## src/rtl/uart_tx_arb.sv

```systemverilog
`timescale 1ns/1ps
// uart_tx_arb: round-robin byte arbiter with packet locking in front of a shared UART TX,
// plus quiet-line mode sequencing. Define UARTP_ARB_TIMEOUT_EN to add the idle-lock timeout.
module uart_tx_arb #(
  parameter int N_REQ        = 2,
  parameter int DATA_W       = 8,
  parameter int MODE_W       = 4,
  parameter int RESET_MODE   = 1,
  parameter int GUARD        = 16,
  parameter int LOCK_TIMEOUT = 1024,
  localparam int IDW         = (N_REQ > 1) ? $clog2(N_REQ) : 1
) (
  input  logic                    clk,
  input  logic                    reset,
  input  logic [N_REQ*DATA_W-1:0] req_data,
  input  logic [N_REQ-1:0]        req_valid,
  input  logic [N_REQ-1:0]        req_last,
  output logic [N_REQ-1:0]        req_ready,
  output logic [DATA_W-1:0]       tx_data,
  output logic                    tx_valid,
  input  logic                    tx_ready,
  input  logic [MODE_W-1:0]       mode_req,
  input  logic                    mode_req_valid,
  output logic [MODE_W-1:0]       mode_out,
  output logic                    mode_busy,
  output logic [IDW-1:0]          grant_id
);
  localparam int GW = $clog2(GUARD + 1);

  if (N_REQ < 1 || N_REQ > 8 || GUARD < 1 || LOCK_TIMEOUT < 1) begin : g_bad_param
    $error("uart_tx_arb: parameter out of range");
  end

  typedef enum logic [1:0] {S_IDLE, S_SEND, S_LOCK, S_MODE} state_t;

  state_t              state_q, state_d;
  logic [DATA_W-1:0]   tx_data_q, tx_data_d;
  logic                tx_valid_q, tx_valid_d;
  logic [IDW-1:0]      grant_q, grant_d;
  logic [IDW-1:0]      rr_q, rr_d;
  logic                last_q, last_d;
  logic [MODE_W-1:0]   mode_q, mode_d;
  logic [MODE_W-1:0]   pend_mode_q, pend_mode_d;
  logic                pending_q, pending_d;
  logic [GW-1:0]       guard_q, guard_d;
  logic [N_REQ-1:0]    ready;
  logic [IDW-1:0]      winner;
  logic                found;
  logic [IDW-1:0]      cap_idx;
  logic [DATA_W-1:0]   cap_data;
`ifdef UARTP_ARB_TIMEOUT_EN
  localparam int TW = $clog2(LOCK_TIMEOUT + 1);
  logic [TW-1:0]       lock_cnt_q, lock_cnt_d;
`endif

  // First valid requester at or above the rr pointer, wrapping around.
  always_comb begin
    int idx;
    idx    = 0;
    winner = '0;
    found  = 1'b0;
    for (int k = 0; k < N_REQ; k++) begin
      idx = int'(rr_q) + k;
      if (idx >= N_REQ) idx = idx - N_REQ;
      if (!found && req_valid[idx]) begin
        found  = 1'b1;
        winner = IDW'(idx);
      end
    end
  end

  assign cap_idx  = (state_q == S_LOCK) ? grant_q : winner;
  assign cap_data = req_data[int'(cap_idx)*DATA_W +: DATA_W];

  always_comb begin
    state_d     = state_q;
    tx_data_d   = tx_data_q;
    tx_valid_d  = tx_valid_q;
    grant_d     = grant_q;
    rr_d        = rr_q;
    last_d      = last_q;
    mode_d      = mode_q;
    pend_mode_d = pend_mode_q;
    pending_d   = pending_q;
    guard_d     = guard_q;
    ready       = '0;
`ifdef UARTP_ARB_TIMEOUT_EN
    lock_cnt_d  = lock_cnt_q;
`endif
    if (mode_req_valid) begin
      pending_d   = 1'b1;
      pend_mode_d = mode_req;
    end
    case (state_q)
      S_IDLE: begin
        if (pending_q) begin
          state_d = S_MODE;
          guard_d = '0;
        end else if (found) begin
          ready[winner] = 1'b1;
          tx_data_d     = cap_data;
          tx_valid_d    = 1'b1;
          grant_d       = winner;
          last_d        = req_last[winner];
          rr_d          = (int'(winner) == N_REQ - 1) ? '0 : winner + 1'b1;
          state_d       = S_SEND;
        end
      end
      S_SEND: begin
        if (tx_ready) begin
          tx_valid_d = 1'b0;
          state_d    = last_q ? S_IDLE : S_LOCK;
`ifdef UARTP_ARB_TIMEOUT_EN
          lock_cnt_d = '0;
`endif
        end
      end
      S_LOCK: begin
        // Only the packet owner may deliver; the rr pointer is left alone while locked.
        if (req_valid[grant_q]) begin
          ready[grant_q] = 1'b1;
          tx_data_d      = cap_data;
          tx_valid_d     = 1'b1;
          last_d         = req_last[grant_q];
          state_d        = S_SEND;
`ifdef UARTP_ARB_TIMEOUT_EN
          lock_cnt_d     = '0;
        end else if (lock_cnt_q == TW'(LOCK_TIMEOUT - 1)) begin
          state_d        = S_IDLE;
          lock_cnt_d     = '0;
        end else begin
          lock_cnt_d     = lock_cnt_q + 1'b1;
`endif
        end
      end
      S_MODE: begin
        if (!tx_ready) begin
          guard_d = '0;
        end else if (guard_q == GW'(GUARD - 1)) begin
          // A strobe landing on the apply cycle survives as the next pending request.
          mode_d    = pend_mode_q;
          pending_d = mode_req_valid;
          guard_d   = '0;
          state_d   = S_IDLE;
        end else begin
          guard_d = guard_q + 1'b1;
        end
      end
      default: state_d = S_IDLE;
    endcase
  end

  always_ff @(posedge clk or negedge reset) begin
    if (!reset) begin
      state_q     <= S_IDLE;
      tx_data_q   <= '0;
      tx_valid_q  <= 1'b0;
      grant_q     <= '0;
      rr_q        <= '0;
      last_q      <= 1'b0;
      mode_q      <= MODE_W'(RESET_MODE);
      pend_mode_q <= '0;
      pending_q   <= 1'b0;
      guard_q     <= '0;
`ifdef UARTP_ARB_TIMEOUT_EN
      lock_cnt_q  <= '0;
`endif
    end else begin
      state_q     <= state_d;
      tx_data_q   <= tx_data_d;
      tx_valid_q  <= tx_valid_d;
      grant_q     <= grant_d;
      rr_q        <= rr_d;
      last_q      <= last_d;
      mode_q      <= mode_d;
      pend_mode_q <= pend_mode_d;
      pending_q   <= pending_d;
      guard_q     <= guard_d;
`ifdef UARTP_ARB_TIMEOUT_EN
      lock_cnt_q  <= lock_cnt_d;
`endif
    end
  end

  assign req_ready = ready;
  assign tx_data   = tx_data_q;
  assign tx_valid  = tx_valid_q;
  assign grant_id  = grant_q;
  assign mode_out  = mode_q;
  assign mode_busy = pending_q;

endmodule

```

## config.mk

```make
export PLATFORM = sky130hd
export DESIGN_NAME = uart_tx_arb
export DESIGN_NICKNAME = d
export VERILOG_FILES = /design/src/rtl/uart_tx_arb.sv
export SDC_FILE = /design/constraint.sdc
export NUM_CORES = 1
export LEC_CHECK = 0
export ABC_AREA = 1
export CAP_MARGIN = 25
export CORE_MARGIN = 2
export CORE_UTILIZATION = 45
export CTS_CLUSTER_SIZE = 8
export DETAILED_ROUTE_END_ITERATION = 6
export PLACE_DENSITY = 0.76
export SYNTH_ARGS = -nofsm -noshare
export SYNTH_HDL_FRONTEND = slang
export SYNTH_SLANG_ARGS = --single-unit
```

## constraint.sdc

```tcl
create_clock -name clk -period 2.6 [get_ports clk]
set_clock_uncertainty 0.2 [all_clocks]
set_input_delay 0.52 -clock clk [delete_from_list [all_inputs] [get_ports clk]]
set_output_delay 0.52 -clock clk [all_outputs]
set_load 0.1 [all_outputs]
```

==> flow_metrics.tcl <==
set metrics [dict create \
    status "complete, no violations" \
    place_congestion 0.754 \
    first_pass_iters 4 \
    cts_inserted_buffers 3 \
    placed_area_sq_um 2050 \
    routed_wl_um 3410 \
    r2r-end "tx_data[3]" \
    dp_hpwl_um 2570 \
    grt_max_degree 29 \
    ff_latch_area_sq_um 702 \
    synth_seq_area_share_pct 45.2 \
    power.density_nw_per_um2 1100 \
    netlist_instances 200 \
    reg2regPathDepth 9 \
    multi_input_area_sq_um 787 \
    p_total_w 0.00233 \
    fin_cells 296 \
    finalSetupTns_ns 0 \
    cts_tree "done" \
    cts_root_buf "clkbuf_4" \
    critPathArrivalTime_ns 1.75 \
    ys_ff_latch 28 \
    syn-num-nets 233 \
    yosysWarningCount 0 \
    hold_viol_final 0 \
    ctsHoldBuffers 0 \
    synthDistinctLibCells 28 \
    worstSetupStartpointType "register" \
    die_h_um 62.8 \
    setup-violations-final 0 \
    htreeDepth 1 \
    numPortBuffers 44 \
    syn_area_per_cell_sq_um 7.77 \
    fin_nets 284 \
    routed_via_density 4.77 \
    place_inst 290 \
    std_cell_rows 21 \
    grt_pass1_wl_um 5890 \
    setup.worst_path.end "req_ready[0]" \
    antenna_cells 0 \
    grt_pass1_vias 1329 \
    tightestPinTransition_ns 0.411 \
    track_usage_pct 18.6 \
    drive_above_1_share_pct 20.4 \
    cts_buffer_depth 2 \
    num_io_pins 45 \
    path_max_fanout 6 \
    period_minus_slack_ns 2.47 \
    cts.sinks 28 \
    r2r_start "state_q[1]" \
    vias 1413 \
    start_util_pct 46.6 \
    slew_headroom_pct 72.6 \
    vdd_ir_drop_max_mv 0.449 \
    cp.required_ns 1.88 \
    netlist_area_sq_um 1550 \
    syn2layout_area_growth_pct 36.5 \
    final_area_sq_um 2120 \
    crit_start "state_q[1]" \
    fp.dieArea_sq_um 3940 \
    rsz0062_at_grt "false" \
    drcViolationCount 0 \
    avgRoutedWirePerCell_um 11.5 \
    critPathKind "reg -> out" \
    core_area_sq_um 3340 \
    period_share_pct 94.9 \
    first_iter_violations 78 \
    antenna_found_initial 0 \
    clk_pin_slew_ns 0.15 \
    hold_class "reg -> reg" \
    fillers 320 \
    grt.overflow.total 0 \
    maxCapViolations 0 \
    r2r_slack_ns 0.67 \
    clk_latency_ns 0.33 \
    die_w_um 62.8 \
    antenna_left 0 \
    maxSlewViolCount 0 \
    fmax_mhz 405 \
    endpoint_kind "primary output" \
    p_leak_nw 1.11 \
]
per-layer routing:
metal | track usage, % | part of all wire, % | vias up | routed length (um)
met5 | 0 | 0 | - | 0
met4 | 5.00 | 0.67 | 0 | 23
met3 | 2.88 | 5.4 | 2 | 183
met2 | 31.3 | 48 | 35 | 1650
met1 | 24.9 | 46 | 637 | 1560
li1 | - | - | 739 | -
layout make-up:
class	instances	area share, %
inverters	22	4.01
multi-input cells	148	37.1
well taps	46	2.71
repair buffers	48	21.4
clock buffers	4	1.71
flip-flops and latches	28	33.1
through the flow:
step / setup WS (ns) / hold slack, ns / utilization (%)
final: 0.133 / 0.295 / 63.6
after global routing: 0.00990 / 0.313 / 63.6
after CTS: 0.0127 / 0.294 / 62.7
after detailed placement: 0.0837 / 0.271 / 61.5
after global placement: 0.122 / 0.266 / 61.5
after floorplan: -0.00740 / 0.0244 / -
cell usage after synthesis:
master,n,area [sq um]
nand3_2,3,30.0
a21o_2,1,8.76
nand4_1,4,25.0
o22ai_1,1,6.26
dfstp_2,1,26.3
or2_1,1,6.26
nor2_8,1,20.0
o21ai_0,8,40.0
nand4_2,1,12.5
inv_4,1,6.26
dfrtp_1,27,676
a21o_1,1,7.51
buf_6,1,11.3
o21a_1,1,7.51
inv_1,19,71.3
o21ai_1,2,10.0
a21oi_1,3,15.0
a31oi_1,1,6.26
clkbuf_1,1,3.75
mux2i_1,1,10.0
nand2_2,5,31.3
nand2_1,81,304
o21ai_2,4,35.0
xor2_1,1,8.76
inv_2,2,7.51
nor2_1,8,30.0
nand3_1,15,75.1
ha_1,5,62.6
kinds of logic (layout without fill, tap and decap cells):
| kind of cell | count (synthesis) | after routing | synth area share (%) |
|---|---|---|---|
| AND/OR/NAND/NOR | 119 | 119 | 34.4 |
| flip-flops | 28 | 28 | 45.2 |
| buffers and inverters | 24 | 74 | 6.44 |
| AO/OA/AOI/OAI | 22 | 22 | 8.78 |
| adder cells (fa/ha/maj) | 5 | 5 | 4.03 |
| XOR/XNOR | 1 | 1 | 0.564 |
| multiplexers | 1 | 1 | 0.644 |
state kept, by name (all words and copies together), names as in the netlist:
register / count
mode_out: 4
rr_q: 1
pend_mode_q: 4
guard_q: 5
state_q: 2
grant_id: 1
mode_busy: 1
last_q: 1
tx_data: 8
tx_valid: 1
worst min-delay path by stage:
stage	start	endpoint	cells past startpoint
2_1_floorplan	reset	grant_id	0
3_3_place_gp	tx_data[1]	tx_data[1]	2
3_5_place_dp	tx_data[1]	tx_data[1]	2
4_1_cts	mode_out[0]	mode_out[0]	2
5_1_grt	mode_out[0]	mode_out[0]	2
6_report	mode_out[0]	mode_out[0]	2
layout by cell type (no fill, tap or decap), drive strengths merged, types with 3 or more instances in the layout:
cell | netlist | layout
nand4 | 5 | 5
a21oi | 3 | 3
clkbuf | 1 | 4
dfrtp | 27 | 27
nor2 | 9 | 9
clkdlybuf4s50 | 0 | 27
o21ai | 14 | 14
ha | 5 | 5
nand3 | 18 | 18
buf | 1 | 21
nand2 | 86 | 86
inv | 22 | 22
power by group:
| part | internal (W) | switching, W | leakage, nW | total [W] |
|---|---|---|---|---|
| sequential | 0.000548 | 0.0000643 | 0.351 | 0.000612 |
| clock | 0.0000857 | 0.000128 | 0.0210 | 0.000213 |
| combinational | 0.000416 | 0.00109 | 0.740 | 0.00151 |
timing repair:
action,4_1_cts,5_1_grt
setup buffers,0,2
hold endpoints to repair,0,0
setup endpoints to repair,1,1
resized for setup,1,5
critical path: stages, from the launching register on:
cell,delay (ns)
dfrtp_1,0.42
inv_1,0.11
ha_4,0.18
inv_2,0.06
nor2_1,0.11
nand2_2,0.09
inv_2,0.07
nand2_1,0.08
o21ai_2,0.10
buf_12,0.20
No activity file was read; power rests on OpenSTA's default activity.
==> RTL edit 1 (same flow settings) <==
`RESET_MODE`: 1 -> 0.
--- a/src/rtl/uart_tx_arb.sv
+++ b/src/rtl/uart_tx_arb.sv
@@ -5,7 +5,7 @@
   parameter int N_REQ        = 2,
   parameter int DATA_W       = 8,
   parameter int MODE_W       = 4,
-  parameter int RESET_MODE   = 1,
+  parameter int RESET_MODE   = 0,
   parameter int GUARD        = 16,
   parameter int LOCK_TIMEOUT = 1024,
   localparam int IDW         = (N_REQ > 1) ? $clog2(N_REQ) : 1
Behaviour: not the same (a bounded check fails within 4 cycles, from zero or initial values and one cycle with reset low).
==> RTL edit 1 against the unedited design <==
  * Routed wire length is 2.1% lower
  * Area after synthesis hardly changed
  * Worst setup slack worse by 0.0075 ns
  * Sequential cell count stayed put
  * Critical endpoint unchanged
  * Synthesized cell count stayed put
  * Design area is 0.18% lower
  * Power is 0.16% lower
==> RTL edit 1: results (changes against the unedited design) <==
status completed (unchanged); post-place setup slack 0.103 ns (was 0.0837 ns); slowest stage delay, CP 0.45 ns (was 0.42 ns); register area share after synthesis 45.1% (was 45.2%); Post-DP HPWL 2590 um (was 2570 um); drt wl/cell 11.3 um (was 11.5 um); met1 wire length 1570 um (was 1560 um); first-pass GRT wire length 5850 um (was 5890 um); Critical Path Fanout Max 6 (unchanged); final std cells w/o fill 296 (unchanged); met1 usage 25.1% (was 24.9%); synth unique cells 27 (was 28); crit path time final 2.47 ns (about the same); initial antenna violation count 0 (unchanged); P_leak 1.12 nW (was 1.11 nW); Ys Warns 0 (unchanged); met2 WL post-DR 1570 um (was 1650 um); Mapped Cells 200 (unchanged); Crit path max-delay family flip-flops (was buffers and inverters); DRT iter0 DRCs 52 (was 78); vias in the first global route 1,322 (was 1,329); GRT met3 Usage 3.78% (was 2.88%); WL met3 180 um (was 183 um); met2 usage 30.2% (was 31.3%); worst r2r dst tx_data[2] (was tx_data[3]); GRT Total Usage 18.4% (was 18.6%); DR vias/cell 4.87 (was 4.77); worst slew pin tran 0.398 ns (was 0.411 ns); synth cell count leaders nand2_1, dfrtp_1, inv_1 (unchanged); # fillers 311 (was 320); Post-synth ARST share 100% (unchanged); main flop type after synthesis dfrtp_1 (unchanged); ranking of synthesized cells by area dfrtp_1, nand2_1, nand3_1 (unchanged); sequential fraction of design power 26.2% (was 26.3%); Comb power frac 64.5% (was 64.6%); Max VDD drop 0.423 mV (was 0.449 mV)
## RTL edit 1: changes by cell type after synthesis
cell	before	now
dfrtp_1	27	28
dfstp_2	1	0
## RTL edit 1: final cells by class
cell class	count	area (um^2)	share of cell area, %
inverters	22	85.1	4.02
clock buffers	4	36.3	1.71
flip-flops and latches	28	701	33.1
repair buffers	48	453	21.4
multi-input cells	148	785	37.1
well taps	46	57.6	2.72
## RTL edit 1: what timing repair did
item	CTS	global route
resized for setup	1	4
pin swaps	0	0
setup endpoints to repair	1	1
setup buffers	0	2
endpoints found under the hold margin	0	0
## RTL edit 1: worst min-delay path, stage by stage (launching register included)
cell,delay (ns)
dfrtp_1,0.37
nand2_1,0.05
nand2_1,0.06
## RTL edit 1: through the flow
stage	power, mW	area [um^2]	hold WS, ns	TNS, ns
after global routing	2.50	2120	0.321	-0.00294
after CTS	2.30	2090	0.302	0
after floorplan	1.74	1570	0.0244	-0.00740
after global placement	2.06	2050	0.263	0
final	2.33	2120	0.299	0
after detailed placement	2.08	2050	0.266	0
## RTL edit 1: kinds of logic after synthesis
kind of cell / share of synthesized area, %
and+or+nand+nor: 34.4
DFF: 45.1
buffers and inverters: 6.45
AOI/OAI and AO/OA: 8.78
adders and majority gates: 4.03
xor gates and xnor gates: 0.564
muxes: 0.645
## RTL edit 1: how the worst min path moves through the flow
stage | start | to | slack (ns) | cells past startpoint
finish | tx_data[3] | tx_data[3] | 0.30 | 2
global route | tx_data[7] | tx_data[7] | 0.32 | 2
CTS | tx_data[3] | tx_data[3] | 0.30 | 2
detailed placement | tx_data[3] | tx_data[3] | 0.27 | 2
global placement | tx_data[2] | tx_data[2] | 0.26 | 2
floorplan | reset | grant_id | 0.02 | 0
==> RTL edit 2 (config.mk and constraints unchanged) <==
Made on the original files. Make the reset (`reset`) synchronous in one clocked block.
--- a/src/rtl/uart_tx_arb.sv
+++ b/src/rtl/uart_tx_arb.sv
@@ -150,7 +150,7 @@
     endcase
   end
 
-  always_ff @(posedge clk or negedge reset) begin
+  always_ff @(posedge clk) begin
     if (!reset) begin
       state_q     <= S_IDLE;
       tx_data_q   <= '0;
Function: differs if reset is asserted again (counterexample within 4 cycles, from zero or initial values and one cycle with reset low); with reset held inactive, the same outputs for 10 cycles.
==> RTL edit 2 against the unedited design <==
  * Utilization increased by 2.0 points
  * Count of clock-buffer cells in the layout unchanged
  * Routed wire length decreased by 1.3%
  * Cell count increased by 9.1%
  * Worst setup slack got worse by 0.024 ns
  * Power decreased by 0.15%
  * Non-clock buffer count decreased by 2
  * Design area decreased by 4.1%
  * First-iteration DRC count decreased by 6.4%
  * Area after synthesis decreased by 3.5%
  * Sequential cell count unchanged
  * Critical path type is now in -> out
  * Critical endpoint unchanged
  * Highest routed layer unchanged
==> RTL edit 2: results (changes against the unedited design) <==
WL met3 123 um (was 183 um); DRT iter0 DRCs 73 (was 78); register area share after synthesis 37.4% (was 45.2%); Buffers, non-clock 46 (was 48); share of post-route cells with drive strength above 1 13.6% (was 20.4%); # fillers 300 (was 320); Setup crit start req_valid[0] (was state_q[1]); register area 562 um^2 (was 702 um^2); switching share of total power 55.2% (was 55.0%); Max Fclk 0.401 GHz (was 0.405 GHz); worst r2r src state_q[0] (was state_q[1]); routed via count 1,518 (was 1,413); met1 usage 26.8% (was 24.9%); status completed (unchanged); multi-input combinational area share 40.8% (was 37.1%); non-clk buf share 21.5% (was 21.4%); syn_nets 265 (was 233); die area 0.00381 mm^2 (was 0.00394 mm^2); main flop type after synthesis dfxtp_1 (was dfrtp_1); met2 WL post-DR 1580 um (was 1650 um); multi-input gate count 171 (was 148); post-synthesis area per instance 6.47 um^2 (was 7.77 um^2); Post-DP Area 0.00199 mm^2 (was 0.00205 mm^2); nets@finish 313 (was 284); pin count of the biggest net entering global routing 19 (was 29)
RTL edit 2: cell count changes after synthesis, moves of 3 or more:
| cell | change |
|---|---|
| o21ai_2 | -3 |
| nor2_1 | +42 |
| nand2_1 | -18 |
| dfrtp_1 | -27 |
| o21ai_0 | +4 |
| inv_1 | +9 |
| a21oi_1 | +6 |
| dfxtp_1 | +28 |
| nand2_2 | -4 |
| nand4_1 | -3 |
RTL edit 2: worst max-delay path, stage by stage:
cell	delay, ns
clkdlybuf4s50_1	0.54
nand2_1	0.13
nand2_1	0.16
nand2_1	0.12
o21ai_2	0.10
buf_12	0.19
RTL edit 2: timing repair:
| item | CTS | global route |
|---|---|---|
| endpoints found under the setup margin | 1 | 1 |
| resized for setup | 1 | 1 |
| endpoints found under the hold margin | 0 | 0 |
RTL edit 2: cells by family after synthesis:
logic type,share of synthesized area (%)
buffers and inverters,8.84
DFF,37.4
xor gates and xnor gates,0.584
and+or+nand+nor,39.0
AOI/OAI and AO/OA,10.1
adders and majority gates,4.17
RTL edit 2: path summary, 6_finish.rpt:
path | to | slack [ns] | cells past startpoint
setup / recovery | req_ready[0] | 0.11 | 6
hold reg to reg | guard_q[4] | 0.27 | 2
setup reg to reg | tx_data[7] | 0.73 | 8
hold / removal | guard_q[4] | 0.27 | 2
RTL edit 2: power groups by stage:
stage	sequential (mW)	clock [mW]	combinational [mW]
3_5_place_dp	0.607	0	1.52
6_report	0.596	0.210	1.52
5_1_grt	0.611	0.236	1.65
3_3_place_gp	0.603	0	1.52
2_1_floorplan	1.12	0	0.706
4_1_cts	0.597	0.217	1.53
RTL edit 2: stage by stage:
stage               util, %  setup slack, ns
floorplan                 -           0.0961
global placement       64.2            0.144
detailed placement     64.2            0.130
CTS                    65.4           0.0809
global route           65.5           0.0353
finish                 65.5            0.109
